$ cat config.mk
export PLATFORM = sky130hd
export DESIGN_NAME = ahb_arbiter_2m
export DESIGN_NICKNAME = d
export VERILOG_FILES = /design/src/rtl/ahb_arb_pkg.sv /design/src/rtl/ahb_burst_counter.sv /design/src/rtl/ahb_arbiter_2m.sv
export SDC_FILE = /design/constraint.sdc
export NUM_CORES = 1
export LEC_CHECK = 0
export CELL_PAD_IN_SITES_DETAIL_PLACEMENT = 2
export CELL_PAD_IN_SITES_GLOBAL_PLACEMENT = 2
export CORE_ASPECT_RATIO = 0.75
export CORE_MARGIN = 10
export CORE_UTILIZATION = 23
export CTS_CLUSTER_DIAMETER = 120
export DETAILED_ROUTE_END_ITERATION = 12
export PLACE_DENSITY = 0.82
export SLEW_MARGIN = 5
export SYNTH_ARGS = -nofsm -noshare
export SYNTH_HDL_FRONTEND = slang
export SYNTH_HIERARCHICAL = 1
export SYNTH_SLANG_ARGS = --single-unit
$ cat constraint.sdc
create_clock -name HCLK -period 1.5 [get_ports HCLK]
set_clock_uncertainty 0.2 [all_clocks]
set_input_delay 0.225 -clock HCLK [delete_from_list [all_inputs] [get_ports HCLK]]
set_output_delay 0.225 -clock HCLK [all_outputs]
set_load 0.05 [all_outputs]
$ cat src/rtl/ahb_arb_pkg.sv
// Shared AHB-Lite encodings and helpers for the bus arbiter and its burst counter.
package ahb_arb_pkg;

  localparam int MASTER_IDX_W = 4;

  localparam logic [1:0] HTRANS_IDLE   = 2'b00;
  localparam logic [1:0] HTRANS_BUSY   = 2'b01;
  localparam logic [1:0] HTRANS_NONSEQ = 2'b10;
  localparam logic [1:0] HTRANS_SEQ    = 2'b11;

  localparam logic [2:0] HBURST_SINGLE = 3'b000;
  localparam logic [2:0] HBURST_INCR   = 3'b001;
  localparam logic [2:0] HBURST_WRAP4  = 3'b010;
  localparam logic [2:0] HBURST_INCR4  = 3'b011;
  localparam logic [2:0] HBURST_WRAP8  = 3'b100;
  localparam logic [2:0] HBURST_INCR8  = 3'b101;
  localparam logic [2:0] HBURST_WRAP16 = 3'b110;
  localparam logic [2:0] HBURST_INCR16 = 3'b111;

  // Beats remaining after the NONSEQ beat; undefined-length INCR is treated as unprotected.
  function automatic logic [3:0] burst_beats(input logic [2:0] hburst);
    case (hburst)
      HBURST_WRAP4, HBURST_INCR4:   burst_beats = 4'd3;
      HBURST_WRAP8, HBURST_INCR8:   burst_beats = 4'd7;
      HBURST_WRAP16, HBURST_INCR16: burst_beats = 4'd15;
      default:                      burst_beats = 4'd0;
    endcase
  endfunction

endpackage

$ cat src/rtl/ahb_burst_counter.sv
// Tracks how many beats of a fixed-length burst the address-phase owner still has to issue.
module ahb_burst_counter
  import ahb_arb_pkg::*;
(
  input  logic       HCLK,
  input  logic       HRESET,
  input  logic       HREADY,
  input  logic [1:0] HTRANS,
  input  logic [2:0] HBURST,
  output logic [3:0] beats_left
);

  // IDLE clears the count so an early-terminated burst frees the bus; BUSY holds it.
  always_ff @(posedge HCLK or posedge HRESET) begin
    if (HRESET) begin
      beats_left <= 4'd0;
    end else if (HREADY) begin
      case (HTRANS)
        HTRANS_NONSEQ: beats_left <= burst_beats(HBURST);
        HTRANS_SEQ: begin
          if (beats_left != 4'd0) beats_left <= beats_left - 4'd1;
        end
        HTRANS_IDLE:   beats_left <= 4'd0;
        default:       beats_left <= beats_left;
      endcase
    end
  end

endmodule

$ cat src/rtl/ahb_arbiter_2m.sv
// Two-master round-robin AHB-Lite arbiter with burst/lock hold, parking and registered owner pipeline.
module ahb_arbiter_2m
  import ahb_arb_pkg::*;
#(
  parameter int DEFAULT_MASTER = 0
) (
  input  logic                    HCLK,
  input  logic                    HRESET,
  input  logic [1:0]              hbusreq,
  input  logic [1:0]              hlock,
  input  logic [1:0]              HTRANS,
  input  logic [2:0]              HBURST,
  input  logic                    HREADY,
  output logic [1:0]              hgrant,
  output logic [MASTER_IDX_W-1:0] hmaster,
  output logic [MASTER_IDX_W-1:0] hmaster_data,
  output logic                    hmastlock
);

  localparam logic DEF_IDX = (DEFAULT_MASTER != 0);

  logic [3:0] beats_left;
  logic       grant_idx;
  logic       last_idx;
  logic       winner;
  logic       rearb_ok;

  ahb_burst_counter u_cnt (
    .HCLK       (HCLK),
    .HRESET     (HRESET),
    .HREADY     (HREADY),
    .HTRANS     (HTRANS),
    .HBURST     (HBURST),
    .beats_left (beats_left)
  );

  assign grant_idx = hgrant[1];
  assign rearb_ok  = HREADY && (beats_left < 4'd2) && !hlock[grant_idx];

  always_comb begin
    winner = DEF_IDX;
    case (hbusreq)
      2'b01:   winner = 1'b0;
      2'b10:   winner = 1'b1;
      2'b11:   winner = ~last_idx;
      default: winner = DEF_IDX;
    endcase
  end

  // Parking on the default master is not a real grant, so it leaves the round-robin pointer alone.
  always_ff @(posedge HCLK or posedge HRESET) begin
    if (HRESET) begin
      hgrant   <= DEF_IDX ? 2'b10 : 2'b01;
      last_idx <= DEF_IDX;
    end else if (rearb_ok) begin
      hgrant <= winner ? 2'b10 : 2'b01;
      if (hbusreq != 2'b00) last_idx <= winner;
    end
  end

  always_ff @(posedge HCLK or posedge HRESET) begin
    if (HRESET) begin
      hmaster      <= MASTER_IDX_W'(DEF_IDX);
      hmaster_data <= MASTER_IDX_W'(DEF_IDX);
      hmastlock    <= 1'b0;
    end else if (HREADY) begin
      hmaster      <= MASTER_IDX_W'(grant_idx);
      hmaster_data <= hmaster;
      hmastlock    <= hlock[grant_idx];
    end
  end

endmodule

# Yosys cells after proc, flatten, opt, wreduce, memory -nomap -nowiden
# Index checks and enable logic that the tools add are counted.
# classes
n_mul	0
order_cmp	2
mux	7
n_eq_ne	11
n_bitwise	1
n_div	0
n_reduce_logical	12
shifts	0
n_addsub	1
# op_table
op	n
$pmux W4 S3	2
$eq A3 B3 Y1 const B	4
$eq A2 B2 Y1 const B	4
$eq A3 B2 Y1 const B	2
$reduce_or A2 Y1	3
$lt A4 B2 Y1 const B	1
$mux W4	1
$reduce_bool A4 Y1	1
$sub A4 B1 Y4 const B	1
$reduce_and A3 Y1	1
$reduce_bool A3 Y1	1
$logic_and A1 B1 Y1	2
$logic_not A2 Y1	1
$lt A1 B2 Y1 const B	1
$mux W1	2
$mux W2	1
$ne A2 B1 Y1 const B	1
$pmux W1 S2	1
$reduce_and A2 Y1	1
$reduce_bool A2 Y1	1
$logic_not A1 Y1	1
$not A1 Y1	1
# word_totals
memories	0
latchBits	0
ram_bits	0
elab_cells	40
reg_bits	10
input_bits	12
output_inout_bits	11
romBits	0

# Depth between registers and ports, before layout
# logic_depth
ltp_word	5
depth_mapped	5
mapped_depth_nobuf	5

# Cells and area by module
# Netlist, hierarchy kept.
# by_module_without_submodules
mod	n_inst	seq_area_each_um2	cells_each	area_each_um2
ahb_arbiter_2m	1	151.4	28	335.3
ahb_burst_counter	1	100.1	33	304.0

# Worst setup path before layout
# No wires, ideal clock.
# synth_timing
kind	reg-to-reg
startpoint	register u_cnt.beats_left[1]
endpoint	register u_cnt.beats_left[0]
setup_time_ns	0.128
period_less_slack_ns	1.625
stages_incl_launch_ff	6
required_time_ns	1.172
path_buffers	0
arrival_ns	1.298
path_slack_ns	-0.125
path_cell_list	dfrtp_1 inv_1 ha_1 and4bb_1 nor2_1 mux2_1
# synth_between
elab_chain_cells	3
# synth_rtl
item	line_no	rtl
from (decl)	ahb_burst_counter.sv:10	output logic [3:0] beats_left
from (signal assigned)	ahb_burst_counter.sv:19	HTRANS_NONSEQ: beats_left <= burst_beats(HBURST);
from (signal assigned)	ahb_burst_counter.sv:21	if (beats_left != 4'd0) beats_left <= beats_left - 4'd1;
from (signal assigned)	ahb_burst_counter.sv:24	default: beats_left <= beats_left;
$reduce_bool A4 Y1	ahb_burst_counter.sv:21	
$ne A2 B1 Y1 (no line)	n/a	
$reduce_and A3 Y1 (no line)	n/a	
# Every way passes these cells.
# A chain may end at the register's enable or synchronous reset.

# Final worst setup path
# Ends and elaborated chain as after synthesis.

==> results.md <==
* DP HPWL at 1.64 mm
* Hold Path Class: input port to async pin
* CTS tree: done
* Post-Synth XOR/XNOR Area at 0%
* # rows at 16
* Synth Warn # at 6
* Max-slew violation count at 0
* Pre-CTS setup slack at -0.543 ns
* Util after Layout at 39.6%
* Avg Cell Area, Syn at 10.5 sq um
* DRC viols at 0
* Register bit total from synthesis at 10
* Clk buf depth at 2
* R2r startpoint: u_cnt/beats_left[1]
* Critical path's slowest cell: dfrtp_1
* Post-synthesis mux area share at 10.6%
* Drt pass-1 iters at 3
* Vias per Instance at 4.36
* Status: finished with violations
* Grt peak-use layer: met2
* Die area at 5310 sq um
* Post-Synth Adder-Cell Area at 5.87%
* Drt total wl at 2.15 mm
* Delay-heaviest family, CP: flip-flops
* Die Y at 65.7 microns
* H-tree lvl count at 1
* Library cells used by synthesis at 30
* Simple-Gate Fraction of Synth Area at 16.0%
* Final setup margin at -0.112 ns
* Proportion of layout cells with a drive suffix above 1 at 43.7%
* # nets final at 103
* DRT iter0 DRCs at 7
* Area Growth Syn to Fin at 63.6%
* Reg clk slew, reported paths at 0.05 ns
* Seq/Total Area, Yosys at 39.3%
* DR vias at 536
* Worst EP arrival at 1.53 ns
* CP Data Required Time at 1.41 ns
* Period utilization at 107%
* Core area at 2640 sq um
* Ys async rst share at 100%
* Compound-Gate Fraction of Synth Area at 15.3%
* Clk root buf: clkbuf_8
* Final setup fails at 3
* # Post-CTS Setup Buffers at 0
* Synth area leaders: dfrtp_1 (35%), buf_4 (7.0%), ha_1 (5.9%)
* Share of the synthesized area in the top cell type at 35.2%
* Reg2reg path depth at 5
* I/O Buffers at 15
* GR Layer Usage met1 at 9.60%
* Hold Fails Final Rpt at 1
* Netlist Area Pre-Place at 639 sq um
* Crit path depth at 5
* Post-synth top area cell: dfrtp_1
* RSZ-0062 raised after global routing: true
* Initial core utilization at 24.2%
* CP startpoint kind: register
* Vias in the first global route at 620
* CTS sink count at 10
* CTS buffer count at 3
* Clk Latency, worst-skew pair at 0.24 ns
* Met3 track demand over resource at 3.53%
* GR Util All Layers at 8.56%
* Main flop type after synthesis: dfrtp_1
* Largest stage delay, worst path at 0.38 ns
* Number of antenna-violating nets in the routed design at 0
* Grt ovf at 0
* I/O pins at 23
* Wire per inst at 17.5 microns
* GRT met2 Usage at 13.9%
* Mapped Cells at 61
* Final hold slack at -0.00347 ns
* Setup crit end kind: register
* FMAX at 620 MHz
* First-pass GRT wire length at 3.36 mm
* Lkg Pwr at 0.468 nW
* VDD IR-drop max at 0.453 mV
* PD cells at 1590 nW/um^2
* Largest net degree at the start of global routing at 7
* CP max FO at 2
* Top cells by count, synth: dfrtp_1 (9), inv_1 (9), buf_4 (6), o21ai_0 (4), ha_1 (3)
* Setup crit start: u_cnt/beats_left[1]
* Min Clock Period, post-route at 1.61 ns
* Post-synth EDFFs at 0
* Critical path type: register to register
* Largest family of logic cells by synthesized area: simple AND/OR/NAND/NOR gates
* WP buf/inv at 1
* Violated checks: hold timing, setup timing
* Die Width at 80.9 microns
* Inserted Diodes at 0
* Final GP Congestion at 0.739
* Max-cap violations at 0
* Initial antenna violation count at 0
* Worst path cell trace: inv_2, ha_4, and4bb_1, nor2_4, mux2_4
routing by layer:
| layer | up-vias | share of wire [%] |
|---|---|---|
| met5 | - | 0 |
| met4 | 0 | 1.7 |
| met3 | 4 | 5.3 |
| met2 | 16 | 48 |
| met1 | 261 | 45 |
| li1 | 255 | - |
per-stage QoR:
| step | total power, W | cell area (sq um) | TNS (ns) | cells |
|---|---|---|---|---|
| finish | 0.00167 | 1050 | -0.293 | 123 |
| CTS | 0.00167 | 1030 | -0.397 | 123 |
| global placement | 0.00122 | 922 | -2.09 | 119 |
| global route | 0.00175 | 1050 | -0.572 | 123 |
| floorplan | 0.000863 | 662 | -0.194 | 66 |
| detailed placement | 0.00126 | 922 | -2.45 | 119 |
power by group:
part	internal, W	total, W	switching [W]
logic	0.000427	0.000848	0.000421
registers	0.000369	0.000481	0.000112
clock network	0.000231	0.000338	0.000108
total	0.00103	0.00167	0.000640
cells by family (layout without fill, tap and decap cells):
family,count (synthesis),after routing
mux,5,5
flops,10,10
compound gates,14,14
other cells,1,6
fa+ha+maj,3,3
simple gates,13,13
buf+inv,15,36
state kept, by name, summed over array words and instances, names as in the netlist:
| signal | count |
|---|---|
| u_cnt/beats_left | 4 |
| hgrant | 2 |
| hmaster | 1 |
| hmaster_data | 1 |
| hmastlock | 1 |
| last_idx | 1 |
worst paths after layout:
path / end / slack (ns)
max in group asynchronous: hgrant[0] / 0.79
max: u_cnt/beats_left[0] / -0.11
min reg2reg: hgrant[0] / 0.30
min in group HCLK: hgrant[0] / 0.30
min: u_cnt/beats_left[1] / -0.003
max reg2reg: u_cnt/beats_left[0] / -0.11
area by class of cell:
cell class | instances | area (sq um)
fillers | 288 | 1600
clock buffers | 4 | 55.1
multi-input cells | 41 | 398
well taps | 36 | 45.0
inverters | 9 | 33.8
flip-flops and latches | 10 | 253
repair buffers | 23 | 262
what timing repair did:
action | CTS | global route
gates cloned | 0 | 0
pin swaps | 5 | 2
setup endpoints to repair | 4 | 7
resized for setup | 16 | 4
hold buffers | 0 | 0
layout by cell type, fill, tap and decap left out, types with 3 or more instances in the layout:
cell             Yosys  final
dfrtp_1              9      8
conb_1               1      6
inv_2                0      3
ha_4                 0      3
o21ai_0              4      3
buf_4                6      7
clkdlybuf4s50_1      0      8
inv_1                9      6
clkbuf_8             0      4
buf_12               0      5
Note: power is estimated with default switching activity, not from simulation.
